[src/rtl/branch_pkg.sv]
// Shared types and constants for the branch resolution queue.
// Queue entries use the package widths; keep the top-level parameters in step with them.
package branch_pkg;

  localparam int unsigned BRQ_DATA_W      = 16;
  localparam int unsigned BRQ_PRED_DEPTH  = 64;
  localparam int unsigned BRQ_IDX_W       = (BRQ_PRED_DEPTH == 1) ? 1 : $clog2(BRQ_PRED_DEPTH);
  localparam int unsigned BRQ_QUEUE_DEPTH = 4;
  localparam int unsigned BRQ_STAT_W      = 16;

  // 2-bit saturating predictor encoding
  localparam logic [1:0] PRED_STRONG_NT = 2'b00;
  localparam logic [1:0] PRED_WEAK_NT   = 2'b01;
  localparam logic [1:0] PRED_WEAK_T    = 2'b10;
  localparam logic [1:0] PRED_STRONG_T  = 2'b11;

  // State a BTB entry takes after reset
  localparam logic [1:0] BTB_RESET_STATE = PRED_WEAK_NT;

  // One in-flight branch as captured at fetch time
  typedef struct packed {
    logic [BRQ_IDX_W-1:0]  index;
    logic                  pred_valid;
    logic [1:0]            prediction;
    logic [BRQ_DATA_W-1:0] pred_dest;
    logic [BRQ_DATA_W-1:0] fall_through;
    logic                  reg_branch;
  } brq_entry_t;

  // A lookup counts as predicted-taken only when it hit and is in a taken state
  function automatic logic pred_taken(input logic pred_valid, input logic [1:0] prediction);
    return pred_valid && ((prediction == PRED_WEAK_T) || (prediction == PRED_STRONG_T));
  endfunction

  // Saturating increment for the statistics counters
  function automatic logic [BRQ_STAT_W-1:0] sat_inc(input logic [BRQ_STAT_W-1:0] val);
    return (val == {BRQ_STAT_W{1'b1}}) ? val : val + BRQ_STAT_W'(1);
  endfunction

endpackage

[src/rtl/brq_mispredict_check.sv]
// Compares the oldest queued prediction with the execute outcome.
module brq_mispredict_check
  import branch_pkg::*;
#(
  parameter int unsigned DATABITWIDTH = BRQ_DATA_W
) (
  input  logic                    head_pred_valid,
  input  logic [1:0]              head_prediction,
  input  logic                    head_reg_branch,
  input  logic [DATABITWIDTH-1:0] head_pred_dest,
  input  logic                    resolve_taken,
  input  logic [DATABITWIDTH-1:0] resolve_dest,
  output logic                    mispredict_c
);

  logic pred_taken_c;
  logic dest_wrong_c;

  // Direction mismatch, or a taken register branch that went somewhere else
  always_comb begin
    pred_taken_c = pred_taken(head_pred_valid, head_prediction);
    dest_wrong_c = resolve_taken && head_reg_branch && (head_pred_dest != resolve_dest);
    mispredict_c = (pred_taken_c != resolve_taken) || dest_wrong_c;
  end

endmodule

[src/rtl/branch_resolution_queue.sv]
// In-order queue of fetched branches; resolves the oldest against execute,
// emits a one-cycle BTB update and, on mispredict, a fetch redirect.
// Optional macro BRANCH_RESOLUTION_STATS_EN adds ResolvedCount/MispredictCount.
module branch_resolution_queue
  import branch_pkg::*;
#(
  parameter  int unsigned DATABITWIDTH           = BRQ_DATA_W,
  parameter  int unsigned PREDICTORDEPTH         = BRQ_PRED_DEPTH,
  parameter  int unsigned QUEUEDEPTH             = BRQ_QUEUE_DEPTH,
  localparam int unsigned PREDICTORINDEXBITWIDTH = (PREDICTORDEPTH == 1) ? 1 : $clog2(PREDICTORDEPTH),
  localparam int unsigned OCC_W                  = $clog2(QUEUEDEPTH) + 1
) (
  input  logic                              clk,
  input  logic                              sync_rst_n,
  input  logic                              clk_en,
  input  logic                              PushValid,
  output logic                              PushReady,
  input  logic [PREDICTORINDEXBITWIDTH-1:0] PushIndex,
  input  logic                              PushPredValid,
  input  logic [1:0]                        PushPrediction,
  input  logic [DATABITWIDTH-1:0]           PushPredDest,
  input  logic [DATABITWIDTH-1:0]           PushFallThrough,
  input  logic                              PushRegBranch,
  input  logic                              ResolveValid,
  input  logic                              ResolveTaken,
  input  logic [DATABITWIDTH-1:0]           ResolveDest,
  input  logic                              FlushAll,
  output logic                              UpdateEnable,
  output logic [PREDICTORINDEXBITWIDTH-1:0] UpdateAddress,
  output logic                              UpdateRegBranch,
  output logic                              UpdateTaken,
  output logic [DATABITWIDTH-1:0]           UpdateDest,
  output logic                              Mispredict,
  output logic [DATABITWIDTH-1:0]           RedirectDest,
  output logic [OCC_W-1:0]                  Occupancy
`ifdef BRANCH_RESOLUTION_STATS_EN
  ,
  output logic [BRQ_STAT_W-1:0]             ResolvedCount,
  output logic [BRQ_STAT_W-1:0]             MispredictCount
`endif
);

  localparam int unsigned PTR_W = OCC_W - 1;

  // Pointers carry one extra wrap bit to tell full from empty
  logic [OCC_W-1:0]                  wr_ptr_q, wr_ptr_d;
  logic [OCC_W-1:0]                  rd_ptr_q, rd_ptr_d;
  brq_entry_t                        entries_q [QUEUEDEPTH];
  brq_entry_t                        entries_d [QUEUEDEPTH];

  logic                              update_en_q, update_en_d;
  logic [PREDICTORINDEXBITWIDTH-1:0] update_addr_q, update_addr_d;
  logic                              update_reg_branch_q, update_reg_branch_d;
  logic                              update_taken_q, update_taken_d;
  logic [DATABITWIDTH-1:0]           update_dest_q, update_dest_d;
  logic                              mispredict_q, mispredict_d;
  logic [DATABITWIDTH-1:0]           redirect_dest_q, redirect_dest_d;
`ifdef BRANCH_RESOLUTION_STATS_EN
  logic [BRQ_STAT_W-1:0]             resolved_cnt_q, resolved_cnt_d;
  logic [BRQ_STAT_W-1:0]             mispredict_cnt_q, mispredict_cnt_d;
`endif

  logic                              empty_c;
  logic                              full_c;
  logic                              push_fire_c;
  logic                              resolve_fire_c;
  logic                              kill_c;
  logic                              mispredict_c;
  brq_entry_t                        head_c;
  brq_entry_t                        push_entry_c;

  // Queue status and the oldest entry
  always_comb begin
    empty_c = (wr_ptr_q == rd_ptr_q);
    full_c  = (wr_ptr_q[PTR_W] != rd_ptr_q[PTR_W]) &&
              (wr_ptr_q[PTR_W-1:0] == rd_ptr_q[PTR_W-1:0]);
    head_c  = entries_q[rd_ptr_q[PTR_W-1:0]];
  end

  brq_mispredict_check #(
    .DATABITWIDTH (DATABITWIDTH)
  ) u_check (
    .head_pred_valid (head_c.pred_valid),
    .head_prediction (head_c.prediction),
    .head_reg_branch (head_c.reg_branch),
    .head_pred_dest  (DATABITWIDTH'(head_c.pred_dest)),
    .resolve_taken   (ResolveTaken),
    .resolve_dest    (ResolveDest),
    .mispredict_c    (mispredict_c)
  );

  // Handshake qualification; a mispredict or flush discards everything in flight
  always_comb begin
    push_fire_c    = clk_en && PushValid && !full_c;
    resolve_fire_c = clk_en && ResolveValid && !empty_c;
    kill_c         = (clk_en && FlushAll) || (resolve_fire_c && mispredict_c);

    push_entry_c.index        = BRQ_IDX_W'(PushIndex);
    push_entry_c.pred_valid   = PushPredValid;
    push_entry_c.prediction   = PushPrediction;
    push_entry_c.pred_dest    = BRQ_DATA_W'(PushPredDest);
    push_entry_c.fall_through = BRQ_DATA_W'(PushFallThrough);
    push_entry_c.reg_branch   = PushRegBranch;
  end

  // Next-state for pointers, storage and the update/redirect pulses
  always_comb begin
    wr_ptr_d            = wr_ptr_q;
    rd_ptr_d            = rd_ptr_q;
    entries_d           = entries_q;
    update_en_d         = 1'b0;
    update_addr_d       = update_addr_q;
    update_reg_branch_d = update_reg_branch_q;
    update_taken_d      = update_taken_q;
    update_dest_d       = update_dest_q;
    mispredict_d        = 1'b0;
    redirect_dest_d     = redirect_dest_q;
`ifdef BRANCH_RESOLUTION_STATS_EN
    resolved_cnt_d      = resolved_cnt_q;
    mispredict_cnt_d    = mispredict_cnt_q;
`endif

    if (push_fire_c && !kill_c) begin
      entries_d[wr_ptr_q[PTR_W-1:0]] = push_entry_c;
      wr_ptr_d                       = wr_ptr_q + OCC_W'(1);
    end

    if (resolve_fire_c) begin
      rd_ptr_d            = rd_ptr_q + OCC_W'(1);
      update_en_d         = 1'b1;
      update_addr_d       = PREDICTORINDEXBITWIDTH'(head_c.index);
      update_reg_branch_d = head_c.reg_branch;
      update_taken_d      = ResolveTaken;
      update_dest_d       = ResolveDest;
      mispredict_d        = mispredict_c;
      if (mispredict_c) begin
        redirect_dest_d = ResolveTaken ? ResolveDest : DATABITWIDTH'(head_c.fall_through);
      end
`ifdef BRANCH_RESOLUTION_STATS_EN
      resolved_cnt_d = sat_inc(resolved_cnt_q);
      if (mispredict_c) begin
        mispredict_cnt_d = sat_inc(mispredict_cnt_q);
      end
`endif
    end

    // Emptying is done by catching the read pointer up to the unadvanced write pointer
    if (kill_c) begin
      rd_ptr_d = wr_ptr_q;
    end
  end

  // Control and output registers with synchronous active-low reset
  always_ff @(posedge clk) begin
    if (!sync_rst_n) begin
      wr_ptr_q            <= '0;
      rd_ptr_q            <= '0;
      update_en_q         <= 1'b0;
      update_addr_q       <= '0;
      update_reg_branch_q <= 1'b0;
      update_taken_q      <= 1'b0;
      update_dest_q       <= '0;
      mispredict_q        <= 1'b0;
      redirect_dest_q     <= '0;
`ifdef BRANCH_RESOLUTION_STATS_EN
      resolved_cnt_q      <= '0;
      mispredict_cnt_q    <= '0;
`endif
    end else begin
      wr_ptr_q            <= wr_ptr_d;
      rd_ptr_q            <= rd_ptr_d;
      update_en_q         <= update_en_d;
      update_addr_q       <= update_addr_d;
      update_reg_branch_q <= update_reg_branch_d;
      update_taken_q      <= update_taken_d;
      update_dest_q       <= update_dest_d;
      mispredict_q        <= mispredict_d;
      redirect_dest_q     <= redirect_dest_d;
`ifdef BRANCH_RESOLUTION_STATS_EN
      resolved_cnt_q      <= resolved_cnt_d;
      mispredict_cnt_q    <= mispredict_cnt_d;
`endif
    end
  end

  // Entry payload storage; validity is tracked purely by the pointers
  always_ff @(posedge clk) begin
    entries_q <= entries_d;
  end

  assign PushReady       = !full_c;
  assign Occupancy       = wr_ptr_q - rd_ptr_q;
  assign UpdateEnable    = update_en_q;
  assign UpdateAddress   = update_addr_q;
  assign UpdateRegBranch = update_reg_branch_q;
  assign UpdateTaken     = update_taken_q;
  assign UpdateDest      = update_dest_q;
  assign Mispredict      = mispredict_q;
  assign RedirectDest    = redirect_dest_q;
`ifdef BRANCH_RESOLUTION_STATS_EN
  assign ResolvedCount   = resolved_cnt_q;
  assign MispredictCount = mispredict_cnt_q;
`endif

endmodule

[config.mk]
export PLATFORM = sky130hd
export DESIGN_NAME = branch_resolution_queue
export DESIGN_NICKNAME = d
export VERILOG_FILES = /design/src/rtl/branch_pkg.sv /design/src/rtl/brq_mispredict_check.sv /design/src/rtl/branch_resolution_queue.sv
export SDC_FILE = /design/constraint.sdc
export NUM_CORES = 1
export LEC_CHECK = 0
export ABC_CLOCK_PERIOD_IN_PS = 4350
export CAP_MARGIN = 20
export CORE_UTILIZATION = 40
export CTS_BUF_LIST = sky130_fd_sc_hd__clkbuf_2
export CTS_CLUSTER_SIZE = 40
export DETAILED_ROUTE_END_ITERATION = 16
export GPL_TIMING_DRIVEN = 0
export PLACE_DENSITY = 0.61
export REMOVE_ABC_BUFFERS = 1
export SYNTH_ARGS = -nofsm -noshare
export SYNTH_HDL_FRONTEND = slang
export SYNTH_SLANG_ARGS = --single-unit
[constraint.sdc]
create_clock -name clk -period 4.35 [get_ports clk]
set_clock_uncertainty 0.1 [all_clocks]
set_input_delay 0.87 -clock clk [delete_from_list [all_inputs] [get_ports clk]]
set_output_delay 0.87 -clock clk [all_outputs]
set_load 0.01 [all_outputs]
==> parameters.txt <==
Parameter                              Value

Layout
  # fillers    1730
  Post-layout instance area    0.0103 mm2
  Number of nets in the layout    720
  Share of layout cells above drive strength 1    23.7%
  Area Overhead vs Synth    25.0%
  Final core area utilization    50.9%
  Antenna diode count    0

STA
  Number of max-slew violations in the final report    0
  Setup repair after global routing missed its margin    yes
  Min cycle time layout    4260 ps
  Total count of hold-check failures in the final report    0
  Crit share post-route    97.9%
  Max frequency    235 MHz
  Endpoints failing setup    0
  Worst-margin pin slew    1120 ps
  Total Negative Setup Slacks    0 ps
  Setup WS post-layout    92.0 ps
  Max_slew headroom    25.5%

Yosys
  Area share of fa/ha/maj cells after synthesis    1.31%
  Average cell area after synthesis    16.5 um2
  Count of distinct cell types in the synthesized netlist    42
  Total of warnings raised by yosys    0
  Synthesized-area fraction occupied by xor and xnor cells    1.92%
  Count of flip-flops with a built-in enable after synthesis    164
  Share of synthesized flip-flops with an asynchronous set or reset    0%
  Post-synthesis simple-gate area fraction    6.68%
  Synthesized area    0.00822 mm2
  Main combinational cell family by area after synthesis    multiplexers
  Multiplexer share of the synthesized area    11.2%
  Sequential share of the synthesized area    71.6%
  Complex-gate fraction of the synthesized area    5.13%
  Top flip-flop cell by instance count after synthesis    edfxtp_1
  Seq cells post-synth    212
  Gate Count Post-Synth    498

Clock tree
  Clock tree from TritonCTS    yes
  Worst-Skew Late Latency    790 ps
  Clock buffer count from CTS    55
  Clock Sink Count    212
  Clock Tree Root    clkbuf_2
  Number of hold buffers added after CTS    0
  CTS clock-pin slew for the worst setup and hold paths    90 ps
  H-Tree Level Count    2
  Max Root-Sink Buffers    3

Die
  Number of rows in the core area    52
  Starting utilization of the core area    40.7%
  Die area    0.0211 mm2
  Die height    145 um
  Core Area    0.0202 mm2
  Io pins    111
  Die Wd    145 um

Drt
  Drt via density    4.96
  First drt pass iteration count    4
  Total vias in the final route    4776
  Post-route antenna net violation count    0
  First DRT Iteration DRCs    173
  Wire length reported by the detailed router    18000 um
  DRC errors left    0
  Wire length per cell    18.7 um

GRT
  Total congestion overflow after global routing    0
  Global-route usage over all layers    17.6%
  Global-route wire length before repair    28000 um
  Vias in the first global route    5174
  Pin count of the biggest net entering global routing    43
  Initial antenna violation count    1

Power and ir drop
  P_leak    3.38 nW
  Total power divided by cell area    381 mW/mm2
  Power consumption    3.91 mW
  Maximum VDD drop    0.000227 V

Job
  Max-cap violations    0

Run status
  Run status    finished, final reports clean

Placement
  Post-placement cell area    0.00976 mm2
  Post-DP HPWL    11200 um
  Count of input and output buffers    109
  Setup slack after placement    -1480 ps
  Routability cong.    0.732

Critical path
  Kind of end point of the critical path    flop
  Type of element launching the critical path    primary input
  Critical path arrival    4620 ps
  Required time of the worst setup path    4710 ps
  Crit path kind    primary input to flop
  Largest fanout of any net on the critical path    26

Hold path
  Worst hold path class    flop to flop
==> cells in the mapped netlist, types with 2 or more instances <==
cell	number	area share [%]
nand2_1	91	4.2
buf_6	5	0.69
edfxtp_1	164	60
nand4_1	3	0.23
nand3_1	4	0.24
a21oi_2	2	0.21
nor3_1	2	0.12
clkinv_1	2	0.091
buf_2	5	0.30
mux4_2	40	11
xnor2_1	17	1.8
a211o_1	2	0.21
a311oi_2	9	1.6
and2_1	4	0.30
buf_1	2	0.091
a21oi_1	25	1.5
mux2i_1	2	0.24
nor2_1	18	0.82
dfxtp_1	48	12
ha_1	7	1.1
a311oi_1	7	0.75
inv_1	5	0.23
clkbuf_1	15	0.69
==> repair_timing <==
action	in CTS	in global routing
gates resized for setup	4	0
setup endpoints to repair	168	78
setup buffers	0	0
==> kinds of logic after synthesis <==
kind of cell    after synthesis
compound gates               53
xor+xnor                     18
fa+ha+maj                     8
buf+inv                      35
flops                       212
mux                          42
simple gates                130
==> report_power, final <==
group | internal, mW | switching (mW)
clock network | 0.521 | 0.781
logic | 0.196 | 0.179
registers | 2.22 | 0.0213
==> registers in the layout (all words and copies together) (netlist names) <==
register         count
UpdateTaken          1
RedirectDest        16
wr_ptr_q             3
UpdateEnable         1
rd_ptr_q             3
Mispredict           1
UpdateDest          16
entries_q          164
UpdateRegBranch      1
UpdateAddress        6
==> worst paths after layout <==
path | start | endpoint | slack [ps] | cells past startpoint
max reg2reg | rd_ptr_q[0] | entries_q[132] | 240 | 10
min | UpdateDest[3] | UpdateDest[3] | 360 | 2
max | ResolveTaken | entries_q[132] | 90 | 8
min reg2reg | UpdateDest[3] | UpdateDest[3] | 360 | 2
==> critical path, stage by stage <==
cell and delay, ps:
dlygate4sd2_1 940, clkinv_2 700, nor4_2 540, a21oi_4 300, buf_16 260, nor2_2 180, and2_2 520, buf_12 280
==> per-stage QoR <==
step	instances	hold slack, ps
after floorplan	471	369
after global placement	850	342
after detailed placement	860	346
after CTS	962	359
after global routing	962	379
final	962	357
==> layout make-up <==
class	count	area, um2	share of cell area [%]
Sequential cell	212	5890	57.4
Inverter	8	32.5	0.317
Tap cell	270	338	3.29
Clock buffer	85	425	4.14
Clock inverter	17	71.3	0.694
Timing Repair Buffer	119	1320	12.9
Multi-Input combinational cell	251	2190	21.3
==> per-layer routing <==
| metal | up-vias | share of wire (%) | GRT usage (%) |
|---|---|---|---|
| li1 | 2231 | - | - |
| met1 | 2378 | 42 | 21.3 |
| met2 | 136 | 50 | 30.1 |
| met3 | 29 | 5.8 | 4.89 |
| met4 | 2 | 1.5 | 6.26 |
| met5 | - | 0.072 | 0 |
==> placed cells by master, fill, tap and decap left out, types with 4 or more instances in the layout <==
cell and n:
edfxtp_1 164, clkdlybuf4s50_1 108, nand2_1 91, clkbuf_2 85
dfxtp_1 46, mux4_2 40, a21oi_1 25, nor2_1 18
xnor2_1 17, clkinv_1 12, a311oi_2 9, a311oi_1 7
ha_1 7, inv_1 5, clkinv_2 5, buf_16 5
buf_12 4
Power figures use the tool's default switching activity.
